File: src/rtl/spart_tx.sv
// spart_tx: sends a 24-bit message on txd as three back-to-back 8N1 characters, LSB byte first.
//   state | meaning
//   IDLE  | line high, waiting for send_tx
//   START | start bit (0) of the current character
//   DATA  | eight data bits, LSB first
//   STOP  | stop bit (1); chains into the next character or finishes the message
module spart_tx #(
    parameter int CLK_FREQ = 50_000_000,
    parameter int BAUD     = 115_200,
    parameter int BAUD_DIV = CLK_FREQ / BAUD
) (
    input  logic        sys_clk,
    input  logic        rst_n,
    input  logic        send_tx,
    input  logic [23:0] tx_data,
    output logic        txd,
    output logic        busy,
    output logic        tx_done
);
    localparam int CW = (BAUD_DIV > 1) ? $clog2(BAUD_DIV) : 1;
    localparam logic [CW-1:0] BAUD_LAST = CW'(BAUD_DIV - 1);

    typedef enum logic [1:0] {IDLE, START, DATA, STOP} state_t;

    state_t        state, state_nxt;
    logic [CW-1:0] baud_cnt, baud_cnt_nxt;
    logic [2:0]    bit_idx, bit_idx_nxt;
    logic [1:0]    byte_idx, byte_idx_nxt;
    logic [7:0]    shift_reg, shift_reg_nxt;
    logic [23:0]   hold, hold_nxt;
    logic          txd_nxt, busy_nxt, tx_done_nxt;
    logic          bit_end;

    assign bit_end = (baud_cnt == BAUD_LAST);

    always_comb begin
        state_nxt     = state;
        baud_cnt_nxt  = baud_cnt;
        bit_idx_nxt   = bit_idx;
        byte_idx_nxt  = byte_idx;
        shift_reg_nxt = shift_reg;
        hold_nxt      = hold;
        txd_nxt       = txd;
        busy_nxt      = busy;
        tx_done_nxt   = 1'b0;

        if (state != IDLE) begin
            baud_cnt_nxt = bit_end ? '0 : baud_cnt + CW'(1);
        end

        case (state)
            IDLE: begin
                baud_cnt_nxt = '0;
                if (send_tx) begin
                    hold_nxt      = tx_data;
                    shift_reg_nxt = tx_data[7:0];
                    byte_idx_nxt  = '0;
                    bit_idx_nxt   = '0;
                    state_nxt     = START;
                    txd_nxt       = 1'b0;
                    busy_nxt      = 1'b1;
                end
            end
            START: begin
                if (bit_end) begin
                    state_nxt   = DATA;
                    bit_idx_nxt = '0;
                    txd_nxt     = shift_reg[0];
                end
            end
            DATA: begin
                if (bit_end) begin
                    if (bit_idx == 3'd7) begin
                        state_nxt = STOP;
                        txd_nxt   = 1'b1;
                    end else begin
                        bit_idx_nxt   = bit_idx + 3'd1;
                        shift_reg_nxt = shift_reg >> 1;
                        txd_nxt       = shift_reg[1];
                    end
                end
            end
            STOP: begin
                if (bit_end) begin
                    if (byte_idx == 2'd2) begin
                        state_nxt    = IDLE;
                        byte_idx_nxt = '0;
                        busy_nxt     = 1'b0;
                        tx_done_nxt  = 1'b1;
                    end else begin
                        // rotate so the next character always sits in hold[15:8]
                        byte_idx_nxt  = byte_idx + 2'd1;
                        shift_reg_nxt = hold[15:8];
                        hold_nxt      = {hold[7:0], hold[23:8]};
                        state_nxt     = START;
                        txd_nxt       = 1'b0;
                    end
                end
            end
        endcase
    end

    always_ff @(posedge sys_clk) begin
        if (!rst_n) begin
            state     <= IDLE;
            baud_cnt  <= '0;
            bit_idx   <= '0;
            byte_idx  <= '0;
            shift_reg <= '0;
            hold      <= '0;
            txd       <= 1'b1;
            busy      <= 1'b0;
            tx_done   <= 1'b0;
        end else begin
            state     <= state_nxt;
            baud_cnt  <= baud_cnt_nxt;
            bit_idx   <= bit_idx_nxt;
            byte_idx  <= byte_idx_nxt;
            shift_reg <= shift_reg_nxt;
            hold      <= hold_nxt;
            txd       <= txd_nxt;
            busy      <= busy_nxt;
            tx_done   <= tx_done_nxt;
        end
    end
endmodule

File: config.mk
export PLATFORM = sky130hd
export DESIGN_NAME = spart_tx
export DESIGN_NICKNAME = d
export VERILOG_FILES = /design/src/rtl/spart_tx.sv
export SDC_FILE = /design/constraint.sdc
export NUM_CORES = 1
export LEC_CHECK = 0
export ABC_AREA = 0
export CORE_AREA = 2 2 104 106
export DETAILED_ROUTE_END_ITERATION = 10
export DIE_AREA = 0 0 106 108
export PLACE_DENSITY = 0.51
export SLEW_MARGIN = 25
export SYNTH_ARGS = -nofsm -noshare
export SYNTH_HDL_FRONTEND = slang
export SYNTH_SLANG_ARGS = --single-unit
File: constraint.sdc
create_clock -name sys_clk -period 3.1 [get_ports sys_clk]
set_input_delay 0.93 -clock sys_clk [delete_from_list [all_inputs] [get_ports sys_clk]]
set_output_delay 0.93 -clock sys_clk [all_outputs]
set_load 0.1 [all_outputs]
==> reports/metrics.yaml, run 1 <==
placement:
  port_buffers: 29
  hpwlAfterDp_um: 3920
  gp_congestion: 0.771
  dp.cells: 425
synth:
  ys_warn_count: 0
  syn_nets: 308
  netlist_instances: 270
  synth_async_sr_flop_share_pct: 0
  syn_area_per_cell_sq_um: 9.33
  synth-seq-cells: 51
  synth_area_sq_mm: 0.00252
  synth_edf_count: 0
  seq_area_frac_synth_pct: 40.5
  synth_flop_cell: "dfxtp_1"
  yosys.cell_types.count: 38
floorplanning:
  core_area_sq_mm: 0.0102
  die_y_um: 108
  die-area_sq_mm: 0.0114
  placementRows: 37
  num_io_pins: 30
  die_w_um: 106
  start_util_pct: 24.6
worst_setup_path:
  worstPathMaxFanout: 48
  worstSetupPathType: "input pin to register"
  critPathLaunch: "send_tx"
  end_kind: "register"
  critPathLaunchType: "input pin"
  r2r_start: "state[0]"
  cp_data_required_time_ns: 3.32
  arrival_ns: 2.64
power:
  vdd_drop_max_v: 0.000346
  clkPwrFrac_pct: 15.8
  internal_power_mw: 1.43
  p_leak_nw: 1.07
  power_density_mw_per_mm2: 786
  power_frac_comb_pct: 44.3
  p_sw_share_pct: 40.5
  p_switching_mw: 0.974
  power_frac_seq_pct: 39.9
global_route:
  grt_usage_pct: 10.4
  grt_pass1_wl_um: 9520
  grt.met2_usage_pct: 16.6
  grt-ovfl-total: 0
  met1_usage_pct: 13.6
  grt_most_used_layer: "met2"
  grt_pass1_vias: 1990
  antenna_found_initial: 0
  met3_usage_pct: 2.53
  grt_max_degree: 49
timing:
  finalClockSkew_ns: 0.00720
  period_share_pct: 78.0
  worst_pin_slew_ns: 0.589
  setup_violations: 0
  rsz0062_at_grt: "no"
  finalMaxSlewViolations: 0
  layout_min_cycle_time_ns: 2.42
  hold_violations: 0
  holdWs_ns: 0.455
  slew_headroom_pct: 60.7
  tns_ns: 0
  max_freq_mhz: 413
cells_and_area:
  syn2layout_area_growth_pct: 21.3
  fin_nets: 334
  diodes: 0
  fin_cells: 433
  layout_commonest_cell: "dfxtp_1"
  final_cell_mix: "dfxtp_1, nor2_1, mux2i_1"
  largest_register_ffs: 24
  drive_above_1_share_pct: 7.41
  utilization_pct: 29.9
drt:
  remaining_drc_errors: 0
  vias: 2045
  drt_first_pass_iters: 4
  routed_wl_um: 5740
  via_per_inst: 4.72
  postRouteAntennaNets: 0
  drt_iter0_markers: 92
  wire_per_inst_um: 13.2
cts:
  clkTransAtPathRegs_ns: 0.09
  ctsHtreeMaxLevel: 2
  postCtsSetupRepairBufs: 0
  insertion_delay_ns: 0.30
  cts-root-buf: "clkbuf_8"
  ctsResizeCount: 0
  cts_inserted_buffers: 5
  holdBufCountCts: 0
  cts_buffer_depth: 2
  cts_sinks: 51
  cts_tree: "yes"
min_path:
  hp-class: "register to register"
  min-delay-start: "shift_reg[0]"
flow_run:
  max-cap-violations: 0
status:
  outcome: "completed"
power groups by stage:
stage          combinational, mW  sequential [mW]  clock [mW]
2_1_floorplan              0.743             1.01           0
3_3_place_gp                1.04            0.970           0
3_5_place_dp                1.06            0.973           0
4_1_cts                     1.07            0.958       0.389
5_1_grt                     1.19            0.983       0.424
6_report                    1.06            0.959       0.379
critical path, stage by stage:
cell             delay (ns)
clkdlybuf4s50_1        0.52
mux2i_1                0.17
o41ai_4                0.43
buf_12                 0.25
nor2_1                 0.06
a211oi_1               0.23
cell type report:
| cell class | instances | area [sq um] |
|---|---|---|
| sequential | 51 | 1020 |
| tap | 136 | 170 |
| multi-input combinational | 196 | 1420 |
| fill | 1100 | 7180 |
| clock inverter | 1 | 5.00 |
| timing repair buffer | 35 | 340 |
| clock buffer | 7 | 76.3 |
| inverter | 7 | 26.3 |
final timing paths:
check	end	slack, ns	cells past startpoint
setup / recovery	hold[7]	0.68	6
hold / removal	shift_reg[0]	0.45	2
setup reg to reg	shift_reg[6]	0.73	7
hold reg to reg	shift_reg[0]	0.45	2
Yosys cell counts (3+ instances only):
library cell	count	share of area, %
dfxtp_1	51	41
nor2_1	36	5.4
mux2i_1	28	11
a211oi_1	25	7.4
nand2_1	18	2.7
a21oi_1	13	2.6
ha_1	11	5.5
a22oi_1	8	2.4
buf_2	8	1.6
a311oi_1	7	2.4
clkbuf_1	7	1.0
inv_1	6	0.89
nand3_1	6	1.2
xnor2_1	5	1.7
and2_1	3	0.74
nand2b_1	3	0.74
nand3b_1	3	0.89
nand4_1	3	0.74
nor3_1	3	0.60
o22ai_1	3	0.74
layer usage:
metal,vias up,wire length (um)
met3,8,236
met4,0,63
met5,-,0
met1,960,2870
li1,1037,-
met2,40,2560
cells by family after synthesis:
family / after synthesis / synth area share (%)
mux: 28 / 11.1
buf+inv: 23 / 3.82
simple gates: 84 / 17.2
fa+ha+maj: 11 / 5.46
compound gates: 66 / 19.4
flops: 51 / 40.5
xor+xnor: 7 / 2.43
stage by stage:
stage	worst slack [ns]	total power [mW]	area, sq um
6_report	0.681	2.40	3060
2_1_floorplan	1.05	1.75	2520
5_1_grt	0.563	2.60	3060
3_3_place_gp	0.455	2.01	2970
3_5_place_dp	0.370	2.03	2970
4_1_cts	0.697	2.42	3060
Note: power is estimated with default switching activity, not from simulation.
==> inputs of run 2 (changes only) <==
--- a/config.mk
+++ b/config.mk
@@ -9,7 +9,7 @@
 export CORE_AREA = 2 2 104 106
 export DETAILED_ROUTE_END_ITERATION = 10
 export DIE_AREA = 0 0 106 108
-export PLACE_DENSITY = 0.51
+export PLACE_DENSITY = 0.53
 export SLEW_MARGIN = 25
 export SYNTH_ARGS = -nofsm -noshare
 export SYNTH_HDL_FRONTEND = slang
==> constraint.sdc (replaced) <==
create_clock -name sys_clk -period 1.97 [get_ports sys_clk]
set_input_delay 0.591 -clock sys_clk [delete_from_list [all_inputs] [get_ports sys_clk]]
set_output_delay 0.591 -clock sys_clk [all_outputs]
set_load 0.1 [all_outputs]
==> reports/metrics.yaml, run 2 (same netlist as run 1, synthesis figures left out) <==
global_route:
  grt_max_degree: 46  # -6.1%
  grt_pass1_vias: 2077  # +4.4%
  grt-ovfl-total: 0  # unchanged
  grt_pass1_wl_um: 10000  # +5.5%
  antenna_found_initial: 0  # unchanged
  grt_usage_pct: 10.9  # +0.54 points
timing:
  hold_violations: 0  # unchanged
  slew_headroom_pct: 67.6  # +6.9 points
  finalClockSkew_ns: 0.00670  # -0.000501 ns
  worst_pin_slew_ns: 0.482  # -0.107 ns
  rsz0062_at_grt: "no"
  max_freq_mhz: 531
  finalMaxSlewViolations: 0  # unchanged
  layout_min_cycle_time_ns: 1.88
  period_share_pct: 95.6
  holdWs_ns: 0.455  # +0.000753 ns
  setup_violations: 0  # unchanged
  tns_ns: 0  # unchanged
placement:
  hpwlAfterDp_um: 4140  # +5.4%
  gp_congestion: 0.744  # -3.4%
  port_buffers: 29  # unchanged
cts:
  holdBufCountCts: 0  # unchanged
  cts_sinks: 51  # unchanged
  cts_inserted_buffers: 5  # unchanged
  cts-root-buf: "clkbuf_8"
  cts_tree: "yes"
  insertion_delay_ns: 0.31  # about the same
  clkTransAtPathRegs_ns: 0.09  # about the same
  ctsHtreeMaxLevel: 2  # unchanged
  cts_buffer_depth: 2  # unchanged
power:
  power_mw: 4.34  # +81%
  p_leak_nw: 1.21  # +13%
  vdd_drop_max_v: 0.000561  # +62%
  power_density_mw_per_mm2: 1290  # +64%
drt:
  wire_per_inst_um: 13.3  # +0.64%
  routed_wl_um: 6050  # +5.5%
  via_per_inst: 4.68  # -0.89%
  drt_first_pass_iters: 4  # unchanged
  remaining_drc_errors: 0  # unchanged
  postRouteAntennaNets: 0  # unchanged
  drt_iter0_markers: 135  # +47%
  vias: 2125  # +3.9%
cells_and_area:
  drive_above_1_share_pct: 17.3  # +9.9 points
  syn2layout_area_growth_pct: 33.3
  largest_register_ffs: 24  # unchanged
  layout_commonest_cell: "dfxtp_1"
  final_cell_mix: "dfxtp_1, nor2_1, mux2i_1"
  diodes: 0  # unchanged
  fin_nets: 356  # +6.6%
worst_setup_path:
  path_common_cell: "buf_4"
  r2r_start: "state[0]"
  critPathLaunchType: "input pin"
  worstPathMaxFanout: 22  # -54%
  worstSetupPathType: "input pin to register"
  ff2ff_setup_slack_ns: 0.15  # -0.58 ns
  end_kind: "register"
  r2r_cells: 9  # +2
  arrival_ns: 2.11  # -0.53 ns
  max_stage_delay_ns: 0.44  # -0.08 ns
  regToRegEndpoint: "hold[21]"
  cp_slowest_cell: "clkdlybuf4s50_1"
  path_cells: "clkdlybuf4s50_1, buf_4, nand3b_1, o41ai_4, buf_4, clkbuf_16, buf_4, a211oi_1"
  critPathLaunch: "send_tx"
  cp_data_required_time_ns: 2.20  # -1.12 ns
  endpoint: "hold[21]"
min_path:
  min-delay-start: "shift_reg[0]"
  hp-class: "register to register"
floorplanning:
  num_io_pins: 30  # unchanged
  placementRows: 37  # unchanged
  die_y_um: 108  # unchanged
  die_w_um: 106  # unchanged
  die-area_sq_mm: 0.0114  # unchanged
  core_area_sq_mm: 0.0102  # unchanged
  start_util_pct: 24.6  # unchanged
status:
  outcome: "completed"
flow_run:
  max-cap-violations: 0  # unchanged
-- run 2: changes by cell type in the layout (fill, tap and decap cells not counted), sizes merged --
cell | before | now
buf | 9 | 30
bufinv | 0 | 1
clkinv | 2 | 1
-- run 2: area by class of cell --
class | instances | area (sq um)
well taps | 136 | 170
clock inverters | 1 | 30.0
clock buffers | 6 | 72.6
repair buffers | 57 | 573
fillers | 1058 | 6870
inverters | 7 | 26.3
multi-input cells | 196 | 1460
flip-flops and latches | 51 | 1020
-- run 2: critical path: cells and delay by family --
kind / cells / cell delay, ns
buffers and inverters: 5 / 1.10
AO/OA/AOI/OAI: 2 / 0.27
AND/OR/NAND/NOR: 1 / 0.15
-- run 2: worst min path at each step --
stage,endpoint,slack (ns),depth (start not counted)
after floorplan,shift_reg[0],0.43,2
after detailed placement,shift_reg[0],0.44,2
after global placement,shift_reg[0],0.44,2
after CTS,shift_reg[0],0.46,2
final,shift_reg[0],0.46,2
after global routing,shift_reg[0],0.50,2
-- run 2: through the flow --
stage,setup WS (ns),cell area (sq um),cells,util (%)
detailed placement,-0.321,3170,445,31.0
global placement,-0.261,3170,445,31.0
global route,0.00362,3360,454,32.8
CTS,0.0101,3280,452,32.0
floorplan,0.0238,2520,270,-
finish,0.0859,3360,454,32.8
-- run 2: report_power, final --
part           internal [mW]  switching (mW)  leakage, nW
Sequential              1.32           0.182        0.420
Clock                  0.373           0.347       0.0513
Combinational           1.01            1.11        0.738
-- run 2: layer usage --
| metal | vias to the layer above | global-route usage (%) | share of wire, % |
|---|---|---|---|
| met4 | 0 | 2.54 | 0.79 |
| met1 | 1006 | 14.2 | 50 |
| met3 | 4 | 3.25 | 4.2 |
| met2 | 40 | 17.8 | 45 |
| li1 | 1075 | - | - |
| met5 | - | 0 | 0 |
-- run 2: timing repair --
| item | 4_1_cts | 5_1_grt |
|---|---|---|
| hold endpoints to repair | 0 | 0 |
| endpoints found under the setup margin | 0 | 35 |
| setup buffers | 0 | 1 |
| resized for setup | 0 | 12 |
